### src/rtl/fetch_stage_if.sv
// Bundle of the signals between the fetch stage, instruction memory,
// hazard/branch logic and the decode stage.
interface fetch_stage_if;
  logic [15:0] instr;
  logic        stall;
  logic        branchTaken;
  logic [31:0] branchTarget;
  logic        interruptReq;
  logic [31:0] pc;
  logic [15:0] instrF2D;
  logic [31:0] pcF2D;
  logic        validF2D;
  logic [31:0] retPC;
  logic        intAck;
  logic        busy;

  modport master (
    input  instr, stall, branchTaken, branchTarget, interruptReq,
    output pc, instrF2D, pcF2D, validF2D, retPC, intAck, busy
  );

  modport slave (
    output instr, stall, branchTaken, branchTarget, interruptReq,
    input  pc, instrF2D, pcF2D, validF2D, retPC, intAck, busy
  );
endinterface

### src/rtl/fetch_stage.sv
// Instruction-fetch stage: owns the PC, loads it from the reset/interrupt
// vectors in instruction memory, and fills the F/D pipeline register.
module fetch_stage #(
  parameter logic [31:0] RESET_VEC = 32'd0,
  parameter logic [31:0] INT_VEC   = 32'd2,
  parameter logic [15:0] NOP_WORD  = 16'h0000
) (
  input  logic          clk,
  input  logic          reset,
  fetch_stage_if.master bus
);

  typedef enum logic [1:0] {VEC_HI, VEC_LO, RUN} state_e;

  state_e      state_q, state_d;
  logic [31:0] pc_q, pc_d;
  logic [15:0] pcHigh_q, pcHigh_d;
  logic        intPending_q, intPending_d;
  logic        intFetch_q, intFetch_d;
  logic [15:0] instrF2D_q, instrF2D_d;
  logic [31:0] pcF2D_q, pcF2D_d;
  logic        validF2D_q, validF2D_d;
  logic [31:0] retPC_q, retPC_d;
  logic        intAck_q, intAck_d;
  logic        intAccept;

  always_comb begin
    state_d    = state_q;
    pc_d       = pc_q;
    pcHigh_d   = pcHigh_q;
    intFetch_d = intFetch_q;
    instrF2D_d = instrF2D_q;
    pcF2D_d    = pcF2D_q;
    validF2D_d = validF2D_q;
    retPC_d    = retPC_q;
    intAck_d   = 1'b0;
    intAccept  = 1'b0;

    case (state_q)
      VEC_HI: begin
        pcHigh_d   = bus.instr;
        pc_d       = pc_q + 32'd1;
        state_d    = VEC_LO;
        instrF2D_d = NOP_WORD;
        validF2D_d = 1'b0;
        // A branch resolving while the handler vector loads redirects the return point.
        if (intFetch_q && bus.branchTaken) retPC_d = bus.branchTarget;
      end
      VEC_LO: begin
        pc_d       = {pcHigh_q, bus.instr};
        state_d    = RUN;
        intFetch_d = 1'b0;
        instrF2D_d = NOP_WORD;
        validF2D_d = 1'b0;
        if (intFetch_q && bus.branchTaken) retPC_d = bus.branchTarget;
      end
      default: begin
        if (bus.branchTaken) begin
          pc_d       = bus.branchTarget;
          instrF2D_d = NOP_WORD;
          validF2D_d = 1'b0;
        end else if (intPending_q && !bus.stall) begin
          intAccept  = 1'b1;
          retPC_d    = pc_q;
          intAck_d   = 1'b1;
          intFetch_d = 1'b1;
          pc_d       = INT_VEC;
          state_d    = VEC_HI;
          instrF2D_d = NOP_WORD;
          validF2D_d = 1'b0;
        end else if (!bus.stall) begin
          instrF2D_d = bus.instr;
          pcF2D_d    = pc_q;
          validF2D_d = 1'b1;
          pc_d       = pc_q + 32'd1;
        end
      end
    endcase

    // Requests seen on the accepting edge are folded into the accepted one.
    if (intAccept)             intPending_d = 1'b0;
    else if (bus.interruptReq) intPending_d = 1'b1;
    else                       intPending_d = intPending_q;
  end

  always_ff @(posedge clk) begin
    if (reset) begin
      state_q      <= VEC_HI;
      pc_q         <= RESET_VEC;
      pcHigh_q     <= 16'h0000;
      intPending_q <= 1'b0;
      intFetch_q   <= 1'b0;
      instrF2D_q   <= NOP_WORD;
      pcF2D_q      <= 32'd0;
      validF2D_q   <= 1'b0;
      retPC_q      <= 32'd0;
      intAck_q     <= 1'b0;
    end else begin
      state_q      <= state_d;
      pc_q         <= pc_d;
      pcHigh_q     <= pcHigh_d;
      intPending_q <= intPending_d;
      intFetch_q   <= intFetch_d;
      instrF2D_q   <= instrF2D_d;
      pcF2D_q      <= pcF2D_d;
      validF2D_q   <= validF2D_d;
      retPC_q      <= retPC_d;
      intAck_q     <= intAck_d;
    end
  end

  assign bus.pc       = pc_q;
  assign bus.instrF2D = instrF2D_q;
  assign bus.pcF2D    = pcF2D_q;
  assign bus.validF2D = validF2D_q;
  assign bus.retPC    = retPC_q;
  assign bus.intAck   = intAck_q;
  assign bus.busy     = (state_q != RUN);

endmodule

### src/flat_wrapper.sv
// flat-port wrapper written by rule: the top's interface ports become plain ports
module fetch_stage_flat 
#(
  parameter logic [31:0] RESET_VEC = 32'd0,
  parameter logic [31:0] INT_VEC   = 32'd2,
  parameter logic [15:0] NOP_WORD  = 16'h0000
)
  (clk, reset, bus_instr, bus_stall, bus_branchTaken, bus_branchTarget, bus_interruptReq, bus_pc, bus_instrF2D, bus_pcF2D, bus_validF2D, bus_retPC, bus_intAck, bus_busy);
  fetch_stage_if bus_i ();
  input  logic clk;
  input  logic reset;
  input wire logic [$bits(bus_i.instr)-1:0] bus_instr;
  input wire logic [$bits(bus_i.stall)-1:0] bus_stall;
  input wire logic [$bits(bus_i.branchTaken)-1:0] bus_branchTaken;
  input wire logic [$bits(bus_i.branchTarget)-1:0] bus_branchTarget;
  input wire logic [$bits(bus_i.interruptReq)-1:0] bus_interruptReq;
  output wire logic [$bits(bus_i.pc)-1:0] bus_pc;
  output wire logic [$bits(bus_i.instrF2D)-1:0] bus_instrF2D;
  output wire logic [$bits(bus_i.pcF2D)-1:0] bus_pcF2D;
  output wire logic [$bits(bus_i.validF2D)-1:0] bus_validF2D;
  output wire logic [$bits(bus_i.retPC)-1:0] bus_retPC;
  output wire logic [$bits(bus_i.intAck)-1:0] bus_intAck;
  output wire logic [$bits(bus_i.busy)-1:0] bus_busy;
  assign bus_i.instr = bus_instr;
  assign bus_i.stall = bus_stall;
  assign bus_i.branchTaken = bus_branchTaken;
  assign bus_i.branchTarget = bus_branchTarget;
  assign bus_i.interruptReq = bus_interruptReq;
  assign bus_pc = bus_i.pc;
  assign bus_instrF2D = bus_i.instrF2D;
  assign bus_pcF2D = bus_i.pcF2D;
  assign bus_validF2D = bus_i.validF2D;
  assign bus_retPC = bus_i.retPC;
  assign bus_intAck = bus_i.intAck;
  assign bus_busy = bus_i.busy;
  fetch_stage #(.RESET_VEC(RESET_VEC), .INT_VEC(INT_VEC), .NOP_WORD(NOP_WORD)) u_core (.clk(clk), .reset(reset), .bus(bus_i));
endmodule
### config.mk
export PLATFORM = sky130hd
export DESIGN_NAME = fetch_stage_flat
export DESIGN_NICKNAME = d
export VERILOG_FILES = /design/src/rtl/fetch_stage_if.sv /design/src/rtl/fetch_stage.sv /design/src/flat_wrapper.sv
export SDC_FILE = /design/constraint.sdc
export NUM_CORES = 1
export LEC_CHECK = 0
export BUFFER_PORTS_ARGS = -buffer_cell sky130_fd_sc_hd__buf_4
export CORE_ASPECT_RATIO = 0.7
export CORE_MARGIN = 2
export CORE_UTILIZATION = 44
export DETAILED_ROUTE_END_ITERATION = 12
export PLACE_DENSITY_LB_ADDON = 0.15
export SLEW_MARGIN = 0
export SYNTH_ARGS = -nofsm -noshare
export SYNTH_HDL_FRONTEND = slang
export SYNTH_SLANG_ARGS = --single-unit
export TNS_END_PERCENT = 20
### constraint.sdc
create_clock -name clk -period 2.3 [get_ports clk]
set_input_delay 0.115 -clock clk [delete_from_list [all_inputs] [get_ports clk]]
set_output_delay 0.115 -clock clk [all_outputs]
set_load 0.005 [all_outputs]
Word level (Yosys, flattened, before mapping)
Cells that the tools add are included.
{"block": "totals", "reg_bits": 134, "latchBits": 0, "ramBits": 0, "romBits": 0, "in_bits": 53, "output_inout_bits": 115, "word_cells": 54, "n_memories": 0}
{"block": "op_classes", "add_sub_neg": 1, "mul": 0, "div": 0, "n_lt_le_gt_ge": 0, "n_eq_ne": 7, "shift": 0, "n_mux": 17, "bitwise_logic": 5, "reduce_logical": 14}
{"op": "32-bit two-way mux", "count": 7}
{"op": "32-bit one-hot mux with 2 select lines", "count": 1}
{"op": "32-bit by 1-bit adder with 32-bit output, second input constant", "count": 1}
{"op": "3-bit AND reduction", "count": 2}
{"op": "1-bit two-way mux", "count": 5}
{"op": "5-bit by 1-bit inequality test with 1-bit output, second input constant", "count": 1}
{"op": "1-bit inverter", "count": 5}
{"op": "5-bit OR reduction", "count": 1}
{"op": "2-bit two-way mux", "count": 2}
{"op": "2-bit by 1-bit inequality test with 1-bit output, second input constant", "count": 2}
{"op": "2-bit inequality test, second input constant", "count": 2}
{"op": "2-bit one-hot mux with 2 select lines", "count": 1}
{"op": "4-bit AND reduction", "count": 1}
{"op": "2-bit nonzero test", "count": 2}
{"op": "2-bit OR reduction", "count": 2}
{"op": "3-bit by 1-bit inequality test with 1-bit output, second input constant", "count": 1}
{"op": "3-bit nonzero test", "count": 1}
{"op": "2-bit by 1-bit == test with 1-bit output, second input constant", "count": 1}
{"op": "1-bit logical AND", "count": 2}
{"op": "2-bit zero test", "count": 1}
{"op": "1-bit one-hot mux with 2 select lines", "count": 1}
{"op": "2-bit AND reduction", "count": 1}
{"op": "1-bit zero test", "count": 1}

Logic depth before layout (Yosys ltp)
Gate-level depths: netlist of run 1.
{"block": "depth", "word_depth": 6, "mapped_depth": 8, "depth_no_buf": 6}

Worst setup path after synthesis of run 1
Ideal clock, no wire load.
{"block": "synth_path", "kind": "register -> register", "from": "register u_core.pc_q[0] (netlist: u_core.bus.pc[0])", "to": "register u_core.pc_q[14] (netlist: u_core.bus.pc[14])", "setup_time_ns": 0.074, "arrival_ns": 1.900, "required_ns": 2.226, "setup_slack_ns": 0.325, "path_stages_with_launch": 7, "path_buffers": 1, "period_less_slack_ns": 1.975, "cell_sequence": "dfxtp_1 ha_1 nand3_2 or3_1 buf_2 or4_1 a31oi_1"}
{"block": "synth_via", "elab_chain_len": 5}
{"element": "start, declared", "line_no": "fetch_stage.sv:16", "rtl": "logic [31:0] pc_q, pc_d;"}
{"element": "start signal, assigned", "line_no": "fetch_stage.sv:100", "rtl": "pc_q <= pc_d;"}
{"element": "32-bit by 1-bit adder with 32-bit output *", "line_no": "fetch_stage.sv:42, fetch_stage.sv:75"}
{"element": "32-bit two-way mux", "line_no": "fetch_stage.sv:71", "rtl": "end else if (!bus.stall) begin"}
{"element": "32-bit two-way mux", "line_no": "fetch_stage.sv:62", "rtl": "end else if (intPending_q && !bus.stall) begin"}
{"element": "32-bit two-way mux", "line_no": "fetch_stage.sv:58", "rtl": "if (bus.branchTaken) begin"}
{"element": "32-bit one-hot mux with 2 select lines *", "line_no": "fetch_stage.sv:39", "rtl": "case (state_q)"}
Every way passes the cells marked *; elsewhere a longest branch is shown, timed or not. The select of a mux whose other input is x is not followed.
A chain may end at the register's enable or synchronous reset.

Worst setup path after layout of run 1
{"block": "layout_path", "from": "register u_core.pc_q[0] (netlist: u_core.bus.pc[0])", "to": "register u_core.pc_q[29] (netlist: u_core.bus.pc[29])"}
The elaborated chain is that of the path after synthesis.

==> results.ini, run 1 <==
[run_status]
status = finished, final reports clean

[yosys]
synthAdderAreaFrac = 0.00207
synth-edff-count = 0
synth_warnings = 0
ys_seq_elements = 134
synth-xor-area-share = 0
synth_ff_type = dfxtp_1
synth_top_family_by_area = compound AO/OA/AOI/OAI gates
synth-simple-area-share = 0.204
syn_nets = 780
synth.distinct_cells = 50
seq_area_frac_synth = 0.444
syn_area_per_cell_um2 = 8.33
async_reset_ff_frac = 0
muxShareOfSynthArea = 0.0946
syn_area_mm2 = 0.00605
synth_compound_area_frac = 0.210
syn_inst = 726

[floorplan]
boundaryPins = 168
start_util = 0.456
fp.dieArea_mm2 = 0.0147
row_count = 35
die_y_um = 102
coreArea_mm2 = 0.0133
die_w_um = 144

[cells_and_area]
nets = 955
syn_to_final_growth_pct = 38.5
final_core_util = 0.631
final_cells = 1099
n_antenna_cell = 0
drive_gt1_frac = 0.267

[job]
maxCapViolCount = 0

[clock_network]
cts_buffer_depth = 2
cts.clk_slew.worst_paths_ns = 0.06
clkLatencyLatePin_ns = 0.42
clock-sinks = 134
h-tree-depth = 4
cts_tree = done
root_buffer = clkbuf_16
cts_buffers = 17

[grt]
grt_remaining_overflow = 0
grt_pass1_vias = 5806
antenna_found_initial = 0
grt_max_degree = 68
grt_pass1_wl_um = 32100
grtUsageTotal = 0.288

[sta]
finClkSkew_ns = 0.0102
fmax_ghz = 0.470
fin_crit_sh = 0.925
finalMaxSlewViolations = 0
period_needed_ns = 2.13
setup_ws_ns = 0.172
final.setup.tns_ns = 0
setup_viol_count_final = 0
hold_viol = 0
max-slew-margin-rel = 0.509
tightestPinTransition_ns = 0.736
rsz0062_at_grt = false

[critical_path]
start_kind = flop
rrSetupSlack_ns = 0.17
worst-path-stages = 5
crit_buf_inv = 0
cpPeakStageDelay_ns = 0.55
crit_chain = nand4_2 > or3_1 > nor4_2 > a21oi_1 > o2bb2a_4
end_kind = flop
slowest_stage = or3_1
cp_max_fo = 7
worstSetupPathType = flop to flop
reg2regPathDepth = 5
setup.worst_path.start = u_core.bus.pc[0]
crit_family = simple AND/OR/NAND/NOR gates
worstPathArrival_ns = 2.44
regToRegEndpoint = u_core.bus.pc[29]
worst-endpoint-required_ns = 2.61
rr_startpoint = u_core.bus.pc[0]

[hold_path]
whs_path_depth = 3
min_from = bus_branchTarget[18]
hp-class = input pin to flop
whs_endpoint = u_core.bus.pc[18]

[pwr]
swShare = 0.281
p_sw_mw = 1.86
p_leak_nw = 3.35
internal-power_mw = 4.74
p_seq_frac = 0.392
clockPowerShare = 0.441
powerDensity_mw_per_mm2 = 788
p_total_mw = 6.60
combPwrFrac = 0.167
vdd_ir_drop_max_uv = 524

[placed_design]
pre_cts_slack_ns = 0.257
port_buffers = 167
dp_cells = 1049
dp_hpwl_um = 15400
gp_congestion = 0.976

[detailed_routing]
ant_nets = 0
num_vias = 6425
avgViaCountPerCell = 5.85
dr.first_iter.drc_count = 676
first_pass_iters = 6
wl_per_cell_um = 19.5
wl_um = 21500
drc_errors = 0

-- state kept, by name, summed over array words and instances (netlist names) --
register             count
u_core.bus.retPC        32
u_core.bus.pcF2D        32
u_core.bus.instrF2D     16
u_core.intPending_q      1
u_core.bus.pc           32
u_core.pcHigh_q         16
u_core.bus.validF2D      1
u_core.state_q           2
u_core.bus.intAck        1
u_core.intFetch_q        1
-- through the flow --
step | hold slack (ns) | instance area (um2)
CTS | 0.00406 | 8370
global route | 0.0291 | 8370
floorplan | 0.251 | 6050
detailed placement | 0.390 | 7560
global placement | 0.375 | 7560
finish | 0.0112 | 8370
-- placed cells by master, fill, tap and decap left out, types with 4 or more instances in the layout --
cell	synthesis	layout
clkbuf_16	0	17
and4_1	6	6
dfxtp_1	134	133
a21oi_1	70	70
o21ai_0	25	25
nor2_1	75	75
or3_1	5	5
a211oi_1	35	35
a31oi_1	8	8
dlygate4sd3_1	0	18
nand2b_1	7	7
nor4_1	6	6
nor3_1	11	11
inv_1	9	9
nand3_1	16	16
a221oi_1	12	12
and3_1	6	6
a22oi_1	9	9
nand2_1	114	113
a222oi_1	7	7
nand4_1	4	4
bufinv_16	0	4
buf_4	0	199
o22ai_1	6	6
a22o_1	6	6
mux2i_1	56	56
-- worst max-delay path by stage --
stage                             end
floorplan           u_core.bus.pc[14]
global placement    u_core.bus.pc[29]
detailed placement  u_core.bus.pc[29]
CTS                 u_core.bus.pc[29]
global route        u_core.bus.pc[17]
finish              u_core.bus.pc[29]
-- repair_timing --
action,4_1_cts,5_1_grt
setup buffers,0,0
hold endpoints to repair,33,0
resized for setup,0,0
hold buffers,18,0
-- tightest hold or removal path, delay by kind of cell --
kind	cells	cell delay (ns)
buf+inv	1	0.09
compound gates	2	0.19
-- power groups by stage --
stage | clock (mW) | combinational [mW] | sequential (mW)
floorplan | 0 | 0.555 | 2.60
global placement | 0 | 1.03 | 2.63
detailed placement | 0 | 1.05 | 2.63
CTS | 2.93 | 1.08 | 2.58
global route | 3.03 | 1.18 | 2.60
finish | 2.91 | 1.10 | 2.59
-- final cells by class --
type / instances / area, um2
Inverter: 9 / 33.8
Timing Repair Buffer: 218 / 1690
Tap cell: 185 / 231
Fill cell: 1135 / 4900
Clock inverter: 14 / 198
Sequential cell: 134 / 2680
Clock buffer: 18 / 429
Multi-Input combinational cell: 521 / 3100
-- kinds of logic (layout without fill, tap and decap cells) --
family | count (synthesis) | after routing
DFF | 134 | 134
and+or+nand+nor | 268 | 268
buffers and inverters | 71 | 259
muxes | 57 | 57
adders and majority gates | 1 | 1
AOI/OAI and AO/OA | 195 | 195
-- metal layers --
metal / vias to the layer above / track usage / routed length [um]
met2: 392 / 0.417 / 8870
met5: - / 0 / 0
met4: 0 / 0.0732 / 325
met3: 34 / 0.0642 / 2370
met1: 3025 / 0.433 / 9930
li1: 2974 / - / -
-- cell usage after synthesis, types with 8 or more instances --
master	number	share of area
a211oi_1	35	0.043
a21oi_1	70	0.058
a221oi_1	12	0.017
a22oi_1	9	0.011
a31oi_1	8	0.0083
buf_2	8	0.0066
clkbuf_1	51	0.032
dfxtp_1	134	0.44
inv_1	9	0.0056
mux2i_1	56	0.093
nand2_1	114	0.071
nand3_1	16	0.013
nor2_1	75	0.047
nor3_1	11	0.0091
o21ai_0	25	0.021
No activity file was read; power rests on OpenSTA's default activity.
==> run 2, diff against run 1 <==
--- a/config.mk
+++ b/config.mk
@@ -5,6 +5,7 @@
 export SDC_FILE = /design/constraint.sdc
 export NUM_CORES = 1
 export LEC_CHECK = 0
+export ABC_CLOCK_PERIOD_IN_PS = 2100
 export BUFFER_PORTS_ARGS = -buffer_cell sky130_fd_sc_hd__buf_4
 export CORE_ASPECT_RATIO = 0.7
 export CORE_MARGIN = 2
==> constraint.sdc (replaced) <==
create_clock -name clk -period 2.1 [get_ports clk]
set_input_delay 0.105 -clock clk [delete_from_list [all_inputs] [get_ports clk]]
set_output_delay 0.105 -clock clk [all_outputs]
set_load 0.005 [all_outputs]
==> run 2 against run 1 <==
Cell count grew 1.7%. Sequential share of layout area shrank 0.52 points. Clock-buffer cell count is the same. Combinational power grew 16%. Maximum frequency grew 7.9%. Final area grew 1.7%. Worst hold slack gained 0.0046 ns. Clock power grew 8.9%. Critical path type unchanged. Critical endpoint unchanged. Largest cell class unchanged.
==> results.ini, run 2 (same netlist as run 1, synthesis figures left out) <==
[cells_and_area]
n_antenna_cell = 0  ; unchanged
final_cells = 1118  ; +1.7%
num-fill-cells = 1158  ; +2.0%
nets = 974  ; +2.0%
final_core_util = 0.642  ; +0.0107
drive_gt1_frac = 0.283  ; +0.0160
final_cell_mix = 217 x buf_4, 132 x dfxtp_1, 113 x nand2_1
final_area_mm2 = 0.00851  ; +1.7%
syn_to_final_growth_pct = 40.8
final_common_cell = buf_4

[placed_design]
dp_hpwl_um = 16000  ; +3.5%
port_buffers = 167  ; unchanged
dp_cells = 1067  ; +1.7%
place_area_mm2 = 0.00770  ; +1.8%
gp_congestion = 0.946  ; -3.0%

[floorplan]
boundaryPins = 168  ; unchanged
die_y_um = 102  ; unchanged
die_w_um = 144  ; unchanged
coreArea_mm2 = 0.0133  ; unchanged
start_util = 0.456  ; unchanged
fp.dieArea_mm2 = 0.0147  ; unchanged
row_count = 35  ; unchanged

[pwr]
internal-power_mw = 5.14  ; +8.4%
p_seq_frac = 0.387  ; -0.005
combPwrFrac = 0.177  ; +0.010
p_sw_mw = 2.12  ; +14%
clockPowerShare = 0.436  ; -0.005
powerDensity_mw_per_mm2 = 854  ; +8.3%
vdd_ir_drop_max_uv = 601  ; +15%
p_leak_nw = 3.45  ; +2.8%
swShare = 0.292  ; +0.0110

[grt]
grtUsageTotal = 0.300  ; +0.0114
grt_remaining_overflow = 0  ; unchanged
grt_pass1_wl_um = 33000  ; +3.1%
grt_pass1_vias = 5746  ; -1.0%
antenna_found_initial = 1  ; +1
grt_max_degree = 65  ; -4.4%

[detailed_routing]
wl_per_cell_um = 19.7  ; +0.90%
avgViaCountPerCell = 5.72  ; -2.1%
num_vias = 6397  ; -0.44%
ant_nets = 0  ; unchanged
drc_errors = 0  ; unchanged
wl_um = 22100  ; +2.6%
first_pass_iters = 6  ; unchanged
dr.first_iter.drc_count = 774  ; +14%

[critical_path]
worstPathArrival_ns = 2.29  ; -0.15 ns
rrSetupSlack_ns = 0.13  ; -0.04 ns
worstSetupPathType = flop to flop
rr_startpoint = u_core.bus.pc[1]
worst-endpoint-required_ns = 2.41  ; -0.20 ns
start_kind = flop
end_kind = flop
cp_max_fo = 7  ; unchanged
setup.worst_path.start = u_core.bus.pc[1]

[sta]
fin_crit_sh = 0.939  ; +0.0143
setup_viol_count_final = 0  ; unchanged
tightestPinTransition_ns = 0.588  ; -0.148 ns
period_needed_ns = 1.97  ; -0.155 ns
rsz0062_at_grt = false
hold_viol = 0  ; unchanged
finClkSkew_ns = 0.0154  ; +0.00515 ns
fmax_ghz = 0.507  ; +7.9%
max-slew-margin-rel = 0.608  ; +0.0986
final.setup.tns_ns = 0  ; unchanged
finalMaxSlewViolations = 0  ; unchanged
timing.hold.ws_ns = 0.0158  ; +0.00463 ns

[clock_network]
cts_tree = done
clock-sinks = 134  ; unchanged
h-tree-depth = 4  ; unchanged
cts_buffers = 17  ; unchanged
cts.clk_slew.worst_paths_ns = 0.07  ; about the same
clkLatencyLatePin_ns = 0.42  ; about the same
root_buffer = clkbuf_16
post-cts-setup-buffers = 0  ; unchanged
cts_buffer_depth = 2  ; unchanged

[hold_path]
hp-class = input pin to flop
min_from = bus_branchTarget[18]

[job]
maxCapViolCount = 0  ; unchanged

[run_status]
status = finished, final reports clean

## run 2: cell types whose count changed in the layout (fill, tap and decap cells not counted), moves of 2 or more
cell	change
inv_8	+2
clkinv_2	-2
inv_6	+2
buf_4	+18
## run 2: cell type report
| cell class | count | area [um2] | share of cell area |
|---|---|---|---|
| flip-flops and latches | 134 | 2690 | 0.315 |
| clock inverters | 14 | 189 | 0.0222 |
| well taps | 185 | 231 | 0.0272 |
| clock buffers | 18 | 429 | 0.0504 |
| multi-input cells | 521 | 3110 | 0.365 |
| inverters | 9 | 33.8 | 0.00397 |
| repair buffers | 237 | 1840 | 0.216 |
## run 2: final timing paths
kind                           to  cells past startpoint
max             u_core.bus.pc[29]                      5
min reg2reg  u_core.bus.pcF2D[25]                      2
min             u_core.bus.pc[18]                      3
max reg2reg     u_core.bus.pc[29]                      5
## run 2: through the flow
step	worst slack, ns	power [mW]
3_3_place_gp	0.0793	4.06
4_1_cts	0.00331	7.25
3_5_place_dp	0.0304	4.08
5_1_grt	0.00367	7.51
6_report	0.127	7.27
2_1_floorplan	0.125	3.46
## run 2: power by group through the flow
| stage | Combinational, mW | Sequential [mW] | Clock [mW] |
|---|---|---|---|
| 6_report | 1.28 | 2.81 | 3.17 |
| 5_1_grt | 1.38 | 2.83 | 3.30 |
| 4_1_cts | 1.26 | 2.81 | 3.19 |
| 3_5_place_dp | 1.22 | 2.86 | 0 |
| 3_3_place_gp | 1.21 | 2.86 | 0 |
| 2_1_floorplan | 0.608 | 2.85 | 0 |
## run 2: repair_timing
action	4_1_cts	5_1_grt
resized for setup	0	2
hold buffers	19	0
setup endpoints to repair	0	5
hold endpoints to repair	34	0
## run 2: critical path: stages (launching register included)
cell	delay (ns)
dfxtp_1	0.43
nand4_2	0.16
or3_1	0.53
nor4_2	0.38
a21oi_1	0.13
o2bb2a_4	0.23
## run 2: routing by layer
layer	track usage	part of all wire
met5	0	0.00054
met1	0.467	0.48
met3	0.0726	0.11
met2	0.414	0.40
met4	0.0649	0.0090
